File: config.mk
export PLATFORM = sky130hd
export DESIGN_NAME = keypad_scanner
export DESIGN_NICKNAME = d
export VERILOG_FILES = /design/src/rtl/keypad_scanner.sv
export SDC_FILE = /design/constraint.sdc
export NUM_CORES = 1
export LEC_CHECK = 0
export BUFFER_PORTS_ARGS = -buffer_cell sky130_fd_sc_hd__clkbuf_2
export CAP_MARGIN = 20
export CORE_ASPECT_RATIO = 0.7
export CORE_MARGIN = 1.5
export CORE_UTILIZATION = 30
export DETAILED_ROUTE_END_ITERATION = 7
export SYNTH_ARGS = -nofsm -noshare
export SYNTH_HDL_FRONTEND = slang
export SYNTH_SLANG_ARGS = --single-unit
File: constraint.sdc
create_clock -name clk -period 25.8 [get_ports clk]
set_input_delay 7.74 -clock clk [delete_from_list [all_inputs] [get_ports clk]]
set_output_delay 7.74 -clock clk [all_outputs]
set_load 0.02 [all_outputs]
File: src/rtl/keypad_scanner.sv
// 4x3 keypad matrix scanner: row sequencer, column capture, frame classification and debounce.
// Optional KEYPAD_GHOST_REJECT_EN: committed multi-key frames drive all outputs low.
module keypad_scanner #(
  parameter int unsigned SCAN_DIV       = 8,
  parameter int unsigned DEBOUNCE_SCANS = 4
) (
  input  logic       clk,
  input  logic       reset_n,
  input  logic [2:0] col_n,
  output logic [3:0] row_n,
  output logic [9:0] key,
  output logic       key_clr,
  output logic       key_hash
);

  localparam int unsigned DIV_W = (SCAN_DIV > 1) ? $clog2(SCAN_DIV) : 1;
  localparam int unsigned CNT_W = $clog2(DEBOUNCE_SCANS + 1);

  localparam logic [DIV_W-1:0] DIV_LAST = DIV_W'(SCAN_DIV - 1);
  localparam logic [CNT_W-1:0] CNT_SAT  = CNT_W'(DEBOUNCE_SCANS);
  localparam logic [CNT_W-1:0] CNT_ONE  = CNT_W'(1);

  localparam logic [1:0] CLS_NONE   = 2'd0;
  localparam logic [1:0] CLS_SINGLE = 2'd1;
  localparam logic [1:0] CLS_MULTI  = 2'd2;

  logic [2:0]       col_meta;
  logic [2:0]       col_sync;
  logic [DIV_W-1:0] div;
  logic [1:0]       row_idx;
  logic [11:0]      frame_map;
  logic [CNT_W-1:0] stable_cnt;
  logic [1:0]       prev_kind;
  logic [3:0]       prev_idx;

  logic             win_last_c;
  logic             frame_end_c;
  logic [1:0]       row_nxt_c;
  logic [11:0]      row_hits_c;
  logic [11:0]      frame_next_c;
  logic [3:0]       nbits_c;
  logic [3:0]       cls_idx_c;
  logic [1:0]       cls_kind_c;
  logic             same_c;
  logic [CNT_W-1:0] cnt_next_c;
  logic             commit_c;
  logic             decode_en_c;
  logic [9:0]       key_d_c;
  logic             clr_d_c;
  logic             hash_d_c;

  assign win_last_c  = (div == DIV_LAST);
  assign frame_end_c = win_last_c && (row_idx == 2'd3);
  assign row_nxt_c   = row_idx + 2'd1;

  // Accumulate the current row's pressed columns into the frame map
  always_comb begin
    row_hits_c = '0;
    case (row_idx)
      2'd0:    row_hits_c[2:0]  = ~col_sync;
      2'd1:    row_hits_c[5:3]  = ~col_sync;
      2'd2:    row_hits_c[8:6]  = ~col_sync;
      default: row_hits_c[11:9] = ~col_sync;
    endcase
    frame_next_c = frame_map | (win_last_c ? row_hits_c : 12'd0);
  end

  // Classify the frame; scanning downward leaves the lowest set index
  always_comb begin
    nbits_c   = '0;
    cls_idx_c = '0;
    for (int i = 11; i >= 0; i--) begin
      if (frame_next_c[i]) begin
        cls_idx_c = 4'(i);
        nbits_c   = nbits_c + 4'd1;
      end
    end
    if (nbits_c == 4'd0)      cls_kind_c = CLS_NONE;
    else if (nbits_c == 4'd1) cls_kind_c = CLS_SINGLE;
    else                      cls_kind_c = CLS_MULTI;
  end

  // Debounce: only SINGLE carries its key identity into the comparison
  always_comb begin
    same_c = (cls_kind_c == prev_kind) &&
             ((cls_kind_c != CLS_SINGLE) || (cls_idx_c == prev_idx));
    if (!same_c)                  cnt_next_c = CNT_ONE;
    else if (stable_cnt >= CNT_SAT) cnt_next_c = CNT_SAT;
    else                          cnt_next_c = CNT_W'(stable_cnt + CNT_ONE);
    commit_c = frame_end_c && (cnt_next_c == CNT_SAT);
  end

  always_comb begin
`ifdef KEYPAD_GHOST_REJECT_EN
    decode_en_c = (cls_kind_c == CLS_SINGLE);
`else
    decode_en_c = (cls_kind_c != CLS_NONE);
`endif
    key_d_c  = '0;
    clr_d_c  = 1'b0;
    hash_d_c = 1'b0;
    if (decode_en_c) begin
      // Index 0..8 are digits 1..9, 9 is '*', 10 is '0', 11 is '#'
      for (int d = 0; d < 9; d++) begin
        if (cls_idx_c == 4'(d)) key_d_c[d+1] = 1'b1;
      end
      if (cls_idx_c == 4'd9)  clr_d_c    = 1'b1;
      if (cls_idx_c == 4'd10) key_d_c[0] = 1'b1;
      if (cls_idx_c == 4'd11) hash_d_c   = 1'b1;
    end
  end

  // Synchronizer, row sequencer and frame map
  always_ff @(posedge clk or negedge reset_n) begin
    if (!reset_n) begin
      col_meta  <= 3'b111;
      col_sync  <= 3'b111;
      div       <= '0;
      row_idx   <= '0;
      row_n     <= 4'b1110;
      frame_map <= '0;
    end else begin
      col_meta  <= col_n;
      col_sync  <= col_meta;
      frame_map <= frame_end_c ? 12'd0 : frame_next_c;
      if (win_last_c) begin
        div     <= '0;
        row_idx <= row_nxt_c;
        row_n   <= ~(4'b0001 << row_nxt_c);
      end else begin
        div <= DIV_W'(div + 1'b1);
      end
    end
  end

  // Stable counter and committed outputs
  always_ff @(posedge clk or negedge reset_n) begin
    if (!reset_n) begin
      stable_cnt <= '0;
      prev_kind  <= CLS_NONE;
      prev_idx   <= '0;
      key        <= '0;
      key_clr    <= 1'b0;
      key_hash   <= 1'b0;
    end else if (frame_end_c) begin
      stable_cnt <= cnt_next_c;
      prev_kind  <= cls_kind_c;
      prev_idx   <= cls_idx_c;
      if (commit_c) begin
        key      <= key_d_c;
        key_clr  <= clr_d_c;
        key_hash <= hash_d_c;
      end
    end
  end

endmodule

==> impl_metrics.env, run 1 <==
export IMPL_status="completed"
export IMPL_worst_pin_slew_ns=0.909
export IMPL_grt_overflow=0
export IMPL_p_int_mw=0.141
export IMPL_synth_ff_type="dfrtp_1"
export IMPL_antenna_found_initial=0
export IMPL_final_nets=424
export IMPL_firstDrtPassIters=5
export IMPL_max_stage_delay_ns=0.75
export IMPL_synth_edf_count=0
export IMPL_min_path_type="register to register"
export IMPL_instances_no_fill=557
export IMPL_syn_avg_cell_area_um2=9.72
export IMPL_swShare_pct=28.3
export IMPL_drc=0
export IMPL_clk_path_buf_depth=2
export IMPL_clock_latency_ns=0.29
export IMPL_postCtsSetupBuffers=0
export IMPL_holdPathStages=0
export IMPL_slew_viol_final=0
export IMPL_syn_area_mm2=0.00372
export IMPL_worstPathArrival_ns=11.09
export IMPL_initial_core_util_pct=31.3
export IMPL_placed_cells=549
export IMPL_die_w_um=136
export IMPL_wl_met3_um=247
export IMPL_critPathSlowestCell="a21oi_2"
export IMPL_hpwlAfterDp_um=6430
export IMPL_worst_path_buf_inv=2
export IMPL_cts_sinks=48
export IMPL_viasPerCell=5.13
export IMPL_grt_pass1_wl_um=14200
export IMPL_cts_hold_buffers=0
export IMPL_r2r_cells=45
export IMPL_startpoint_type="register"
export IMPL_tns_ns=0
export IMPL_total_power_mw=0.196
export IMPL_htreeDepth=2
export IMPL_via_count=2857
export IMPL_routed_wirelength_um=8360
export IMPL_dieArea_mm2=0.0131
export IMPL_path_clk_slew_ns=0.06
export IMPL_drive_gt1_share_pct=18.8
export IMPL_die_h_um=96.2
export IMPL_synth_seq_cells=48
export IMPL_grt_setup_unrepaired="no"
export IMPL_crit_path_frequent_cell="ha_1"
export IMPL_cp_depth=45
export IMPL_cts_resized_gates=0
export IMPL_worstPathMaxFanout=22
export IMPL_finalCriticalPeriod_ns=10.92
export IMPL_wl_met1_um=4640
export IMPL_end_kind="register"
export IMPL_yosysUniqueCellTypes=69
export IMPL_skew_ns=0.00350
export IMPL_cp_top_family="adder cells"
export IMPL_ys_seq_area_share_pct=32.6
export IMPL_seqPwrFrac_pct=40.6
export IMPL_worst_setup_path_type="register to register"
export IMPL_power_frac_clock_pct=39.3
export IMPL_diodes=0
export IMPL_syn_num_nets=408
export IMPL_fillers=1209
export IMPL_gp_congestion=0.904
export IMPL_cts_buffers=5
export IMPL_finalSetupViolCount=0
export IMPL_io_buffers=20
export IMPL_wl_met2_um=3380
export IMPL_drtAntennaViolNets=0
export IMPL_p_sw_mw=0.0555
export IMPL_first_iter_violations=166
export IMPL_cap_violations=0
export IMPL_syn_inst=383
export IMPL_cellPowerDensity_mw_per_mm2=47.6
export IMPL_ios=21
export IMPL_avgRoutedWirePerCell_um=15.0
export IMPL_root_buffer="clkbuf_16"
export IMPL_yosys_warnings=0
export IMPL_crit_required_ns=25.97
export IMPL_grt_max_degree=49
export IMPL_fin_crit_sh_pct=42.3
export IMPL_async_reset_ff_share_pct=100
export IMPL_hold_violations=0
export IMPL_rows=33
export IMPL_max_clock_freq_ghz=0.0916
export IMPL_combPwrFrac_pct=20.1
export IMPL_cts_tree="built"
export IMPL_area_growth_syn_to_layout_pct=10.8
export IMPL_coreArea_mm2=0.0119
export IMPL_slew_headroom_pct=39.4
export IMPL_p_leak_nw=1.92
export IMPL_track_usage_pct=13.7
export IMPL_grt_pass1_vias=2831
export IMPL_ir_drop_uv=24.7
export IMPL_dr_max_layer_used="met4"
==> through the flow <==
stage	utilization [%]	cell area (um2)	setup WS, ns	hold slack (ns)
floorplan	-	3720	16.82	0.345
global route	34.7	4130	13.89	0.362
CTS	34.7	4130	14.92	0.360
finish	34.7	4130	14.88	0.357
global placement	33.2	3950	15.52	0.348
detailed placement	33.2	3950	14.95	0.350
==> flip-flops by register name, indices dropped and copies added (netlist names) <==
signal,count
col_sync,3
row_n,4
key,10
row_idx,2
key_hash,1
div,3
col_meta,3
prev_idx,4
prev_kind,2
frame_map,12
stable_cnt,3
key_clr,1
==> power groups by stage <==
| stage | Clock [mW] | Sequential, mW | Combinational (mW) |
|---|---|---|---|
| 6_report | 0.0772 | 0.0797 | 0.0395 |
| 5_1_grt | 0.0816 | 0.0799 | 0.0441 |
| 4_1_cts | 0.0790 | 0.0796 | 0.0388 |
| 3_5_place_dp | 0 | 0.0810 | 0.0387 |
| 3_3_place_gp | 0 | 0.0810 | 0.0371 |
| 2_1_floorplan | 0 | 0.0803 | 0.0301 |
==> layout make-up <==
class | count | area (um2) | share of cell area (%)
Sequential cell | 48 | 1210 | 29.4
Clock buffer | 6 | 139 | 3.37
Timing Repair Buffer | 21 | 108 | 2.61
Inverter | 21 | 78.8 | 1.91
Clock inverter | 2 | 38.8 | 0.940
Multi-Input combinational cell | 302 | 2350 | 57.0
Tap cell | 157 | 196 | 4.76
==> worst paths after layout <==
kind                       slack, ns                   from                       to
max                            14.88       div[0]$_DFF_PN0_       key[4]$_DFFE_PN0P_
max in group asynchronous      17.83                reset_n       key[7]$_DFFE_PN0P_
min                             0.36  col_meta[2]$_DFF_PN1_    col_sync[2]$_DFF_PN1_
min in group asynchronous       7.55                reset_n  frame_map[10]$_DFF_PN0_
max reg2reg                    14.88       div[0]$_DFF_PN0_       key[4]$_DFFE_PN0P_
min reg2reg                     0.36  col_meta[2]$_DFF_PN1_    col_sync[2]$_DFF_PN1_
==> synth_stat cells (all sizes together) (5+ instances only) <==
master | number | area share, %
inv | 21 | 2.1
mux2 | 12 | 4.6
a21oi | 19 | 2.9
clkbuf | 7 | 0.71
and3b | 5 | 1.2
nand3 | 6 | 0.81
xnor3 | 6 | 3.7
nor2b | 6 | 1.0
dfrtp | 39 | 26
dfstp | 9 | 6.4
and2 | 9 | 1.6
nand2 | 40 | 4.0
mux2i | 9 | 2.4
buf | 5 | 1.4
o21ai | 18 | 2.9
nor2 | 33 | 3.3
xor2 | 8 | 2.3
and3 | 5 | 0.97
ha | 20 | 6.7
a211oi | 8 | 1.7
nand4 | 5 | 0.84
nor4 | 7 | 1.2
xnor2 | 16 | 5.5
nor3 | 13 | 1.7
==> cell families after synthesis <==
| kind of cell | share of synthesized area (%) |
|---|---|
| AND/OR/NAND/NOR | 21.0 |
| multiplexers | 7.06 |
| buffers and inverters | 4.23 |
| adder cells (fa/ha/maj) | 6.72 |
| flip-flops | 32.6 |
| AO/OA/AOI/OAI | 16.4 |
| XOR/XNOR | 12.1 |
==> layout by cell type, fill, tap and decap left out, types with 4 or more instances in the layout <==
cell type,netlist,final
a211oi_1,7,7
a21o_1,4,4
a21oi_1,16,16
and2_1,8,8
and3_1,4,4
and3b_1,5,5
clkbuf_16,0,5
clkbuf_2,0,20
dfrtp_1,39,39
dfstp_2,9,9
ha_1,20,20
inv_1,21,21
mux2_4,10,10
mux2i_1,9,9
nand2_1,40,40
nand3_1,6,6
nand3b_1,4,4
nand4_1,5,5
nand4b_1,4,4
nor2_1,33,33
nor2b_1,6,6
nor3_1,13,13
nor4_1,7,7
o21ai_0,14,14
or2_2,4,4
xnor2_1,12,12
xnor3_1,5,5
xor2_1,6,6
==> routing by layer <==
layer	vias to the layer above	track usage (%)
li1	1415	-
met1	1382	20.7
met2	50	20.5
met3	10	1.63
met4	0	3.55
met5	-	0
Note: power is estimated with default switching activity, not from simulation.
==> run 2, diff against run 1 <==
- clock period: 25.8 -> 9.4 ns (I/O delays scaled with it)
==> run 2 against run 1 <==
Against the previous run: first-iteration DRC count increased by 25%; critical endpoint is now key[9]$_DFFE_PN0P_; utilization increased by 0.90 points; die area unchanged; combinational power increased to 3.1 times the previous value; final cell count increased by 1.8%; clock-buffer cell count increased by 1.
==> impl_metrics.env, run 2 (synthesis gave the netlist of run 1 again) <==
export IMPL_top_register="frame_map"
export IMPL_cts_tree="built"
export IMPL_grt_pass1_wl_um=14100
export IMPL_cts_sinks=48
export IMPL_hpwlAfterDp_um=6310
export IMPL_track_usage_pct=13.5
export IMPL_pre_cts_ws_ns=-0.415
export IMPL_whs_endpoint="col_sync[0]$_DFF_PN1_"
export IMPL_slew_headroom_pct=37.8
export IMPL_first_iter_violations=208
export IMPL_io_buffers=20
export IMPL_worst_setup_path_type="register to register"
export IMPL_initial_core_util_pct=31.3
export IMPL_firstDrtPassIters=4
export IMPL_worst_pin_slew_ns=0.908
export IMPL_htreeDepth=2
export IMPL_gp_congestion=0.883
export IMPL_grt_pass1_vias=2778
export IMPL_top_regs="frame_map x12, key x10"
export IMPL_via_count=2911
export IMPL_routed_wirelength_um=8440
export IMPL_worstPathArrival_ns=9.01
export IMPL_max_stage_delay_ns=0.39
export IMPL_slew_viol_final=0
export IMPL_drive_gt1_share_pct=22.4
export IMPL_max_clock_freq_ghz=0.113
export IMPL_worst_path_buf_inv=4
export IMPL_viasPerCell=5.13
export IMPL_cts_buffers=5
export IMPL_die_h_um=96.2
export IMPL_crit_required_ns=9.57
export IMPL_final_cell_mix="nand2_1, dfrtp_1, nor2_1"
export IMPL_worst_slack_ns=0.557
export IMPL_r2r_cells=47
export IMPL_status="completed"
export IMPL_antenna_found_initial=0
export IMPL_ir_drop_uv=124
export IMPL_grt_max_degree=49
export IMPL_ios=21
export IMPL_hold_violations=0
export IMPL_coreArea_mm2=0.0119
export IMPL_clock_latency_ns=0.28
export IMPL_fin_crit_sh_pct=94.1
export IMPL_reg2reg_slack_ns=0.56
export IMPL_drtAntennaViolNets=0
export IMPL_largest_reg_flops=12
export IMPL_instances_no_fill=567
export IMPL_timing_rr_end="key[9]$_DFFE_PN0P_"
export IMPL_placed_cells=552
export IMPL_rows=33
export IMPL_avgRoutedWirePerCell_um=14.9
export IMPL_diodes=0
export IMPL_holdPathStages=0
export IMPL_grt_overflow=0
export IMPL_skew_ns=0.00651
export IMPL_startpoint_type="register"
export IMPL_finalSetupViolCount=0
export IMPL_root_buffer="clkbuf_16"
export IMPL_dieArea_mm2=0.0131
export IMPL_finalCriticalPeriod_ns=8.84
export IMPL_worstPathMaxFanout=10
export IMPL_area_growth_syn_to_layout_pct=13.7
export IMPL_path_clk_slew_ns=0.07
export IMPL_critPathSlowestCell="dfrtp_1"
export IMPL_final_nets=434
export IMPL_end_kind="register"
export IMPL_min_path_type="register to register"
export IMPL_r2r_start="div[0]$_DFF_PN0_"
export IMPL_p_leak_nw=1.97
export IMPL_tns_ns=0
export IMPL_cap_violations=0
export IMPL_hp_start="col_meta[0]$_DFF_PN1_"
export IMPL_crit_path_frequent_cell="ha_1"
export IMPL_drc=0
export IMPL_clk_path_buf_depth=2
export IMPL_cellPowerDensity_mw_per_mm2=124
export IMPL_cp_top_family="adder cells"
export IMPL_die_w_um=136
export IMPL_cts_hold_buffers=0
[run 2: worst max path at each step]
stage | from | end | slack [ns] | depth (start not counted)
6_report | div[0]$_DFF_PN0_ | key[9]$_DFFE_PN0P_ | 0.56 | 47
5_1_grt | div[0]$_DFF_PN0_ | key[0]$_DFFE_PN0P_ | -0.01 | 47
4_1_cts | div[0]$_DFF_PN0_ | key[9]$_DFFE_PN0P_ | 0.11 | 45
3_5_place_dp | div[0]$_DFF_PN0_ | key[4]$_DFFE_PN0P_ | -0.42 | 45
3_3_place_gp | div[0]$_DFF_PN0_ | key[5]$_DFFE_PN0P_ | 0.06 | 45
2_1_floorplan | div[0]$_DFF_PN0_ | key[0]$_DFFE_PN0P_ | 0.42 | 48
[run 2: repair_timing]
item	4_1_cts	5_1_grt
pin swaps	1	2
endpoints found under the setup margin	12	15
resized for setup	2	10
buffers inserted	1	6
[run 2: worst reg2reg max path, delay by kind of cell, from the launching register on]
family | cells | cell delay [ns]
AO/OA/AOI/OAI | 13 | 2.17
adder cells (fa/ha/maj) | 12 | 3.36
buffers and inverters | 4 | 0.50
flip-flops | 1 | 0.39
multiplexers | 2 | 0.50
AND/OR/NAND/NOR | 16 | 1.84
[run 2: cell type report]
| class | count | area, um2 |
|---|---|---|
| Fill cell | 1221 | 7660 |
| Multi-Input combinational cell | 302 | 2400 |
| Sequential cell | 48 | 1210 |
| Tap cell | 157 | 196 |
| Timing Repair Buffer | 31 | 195 |
| Clock buffer | 7 | 143 |
| Inverter | 21 | 78.8 |
| Clock inverter | 1 | 7.51 |
[run 2: layer usage]
layer  part of all wire [%]  GRT usage [%]  wire, um  vias up
li1                       -              -         -     1422
met1                     53           20.0      4430     1422
met2                     41           20.2      3500       61
met3                    5.4           2.42       455        6
met4                   0.57           3.01        48        0
met5                      0              0         0        -
[run 2: power by group]
part / switching, mW / leakage, nW / internal [mW]
Sequential: 0.00565 / 0.599 / 0.213
Clock: 0.0767 / 0.0701 / 0.106
Combinational: 0.0734 / 1.30 / 0.0488
Total: 0.156 / 1.97 / 0.368
[run 2: stage by stage]
stage	total power, mW	hold slack, ns	area [um2]	utilization, %
after detailed placement	0.328	0.347	3970	33.4
after global routing	0.550	0.361	4230	35.6
after global placement	0.325	0.347	3970	33.4
after CTS	0.512	0.356	4150	34.9
final	0.524	0.355	4230	35.6
after floorplan	0.303	0.345	3720	-
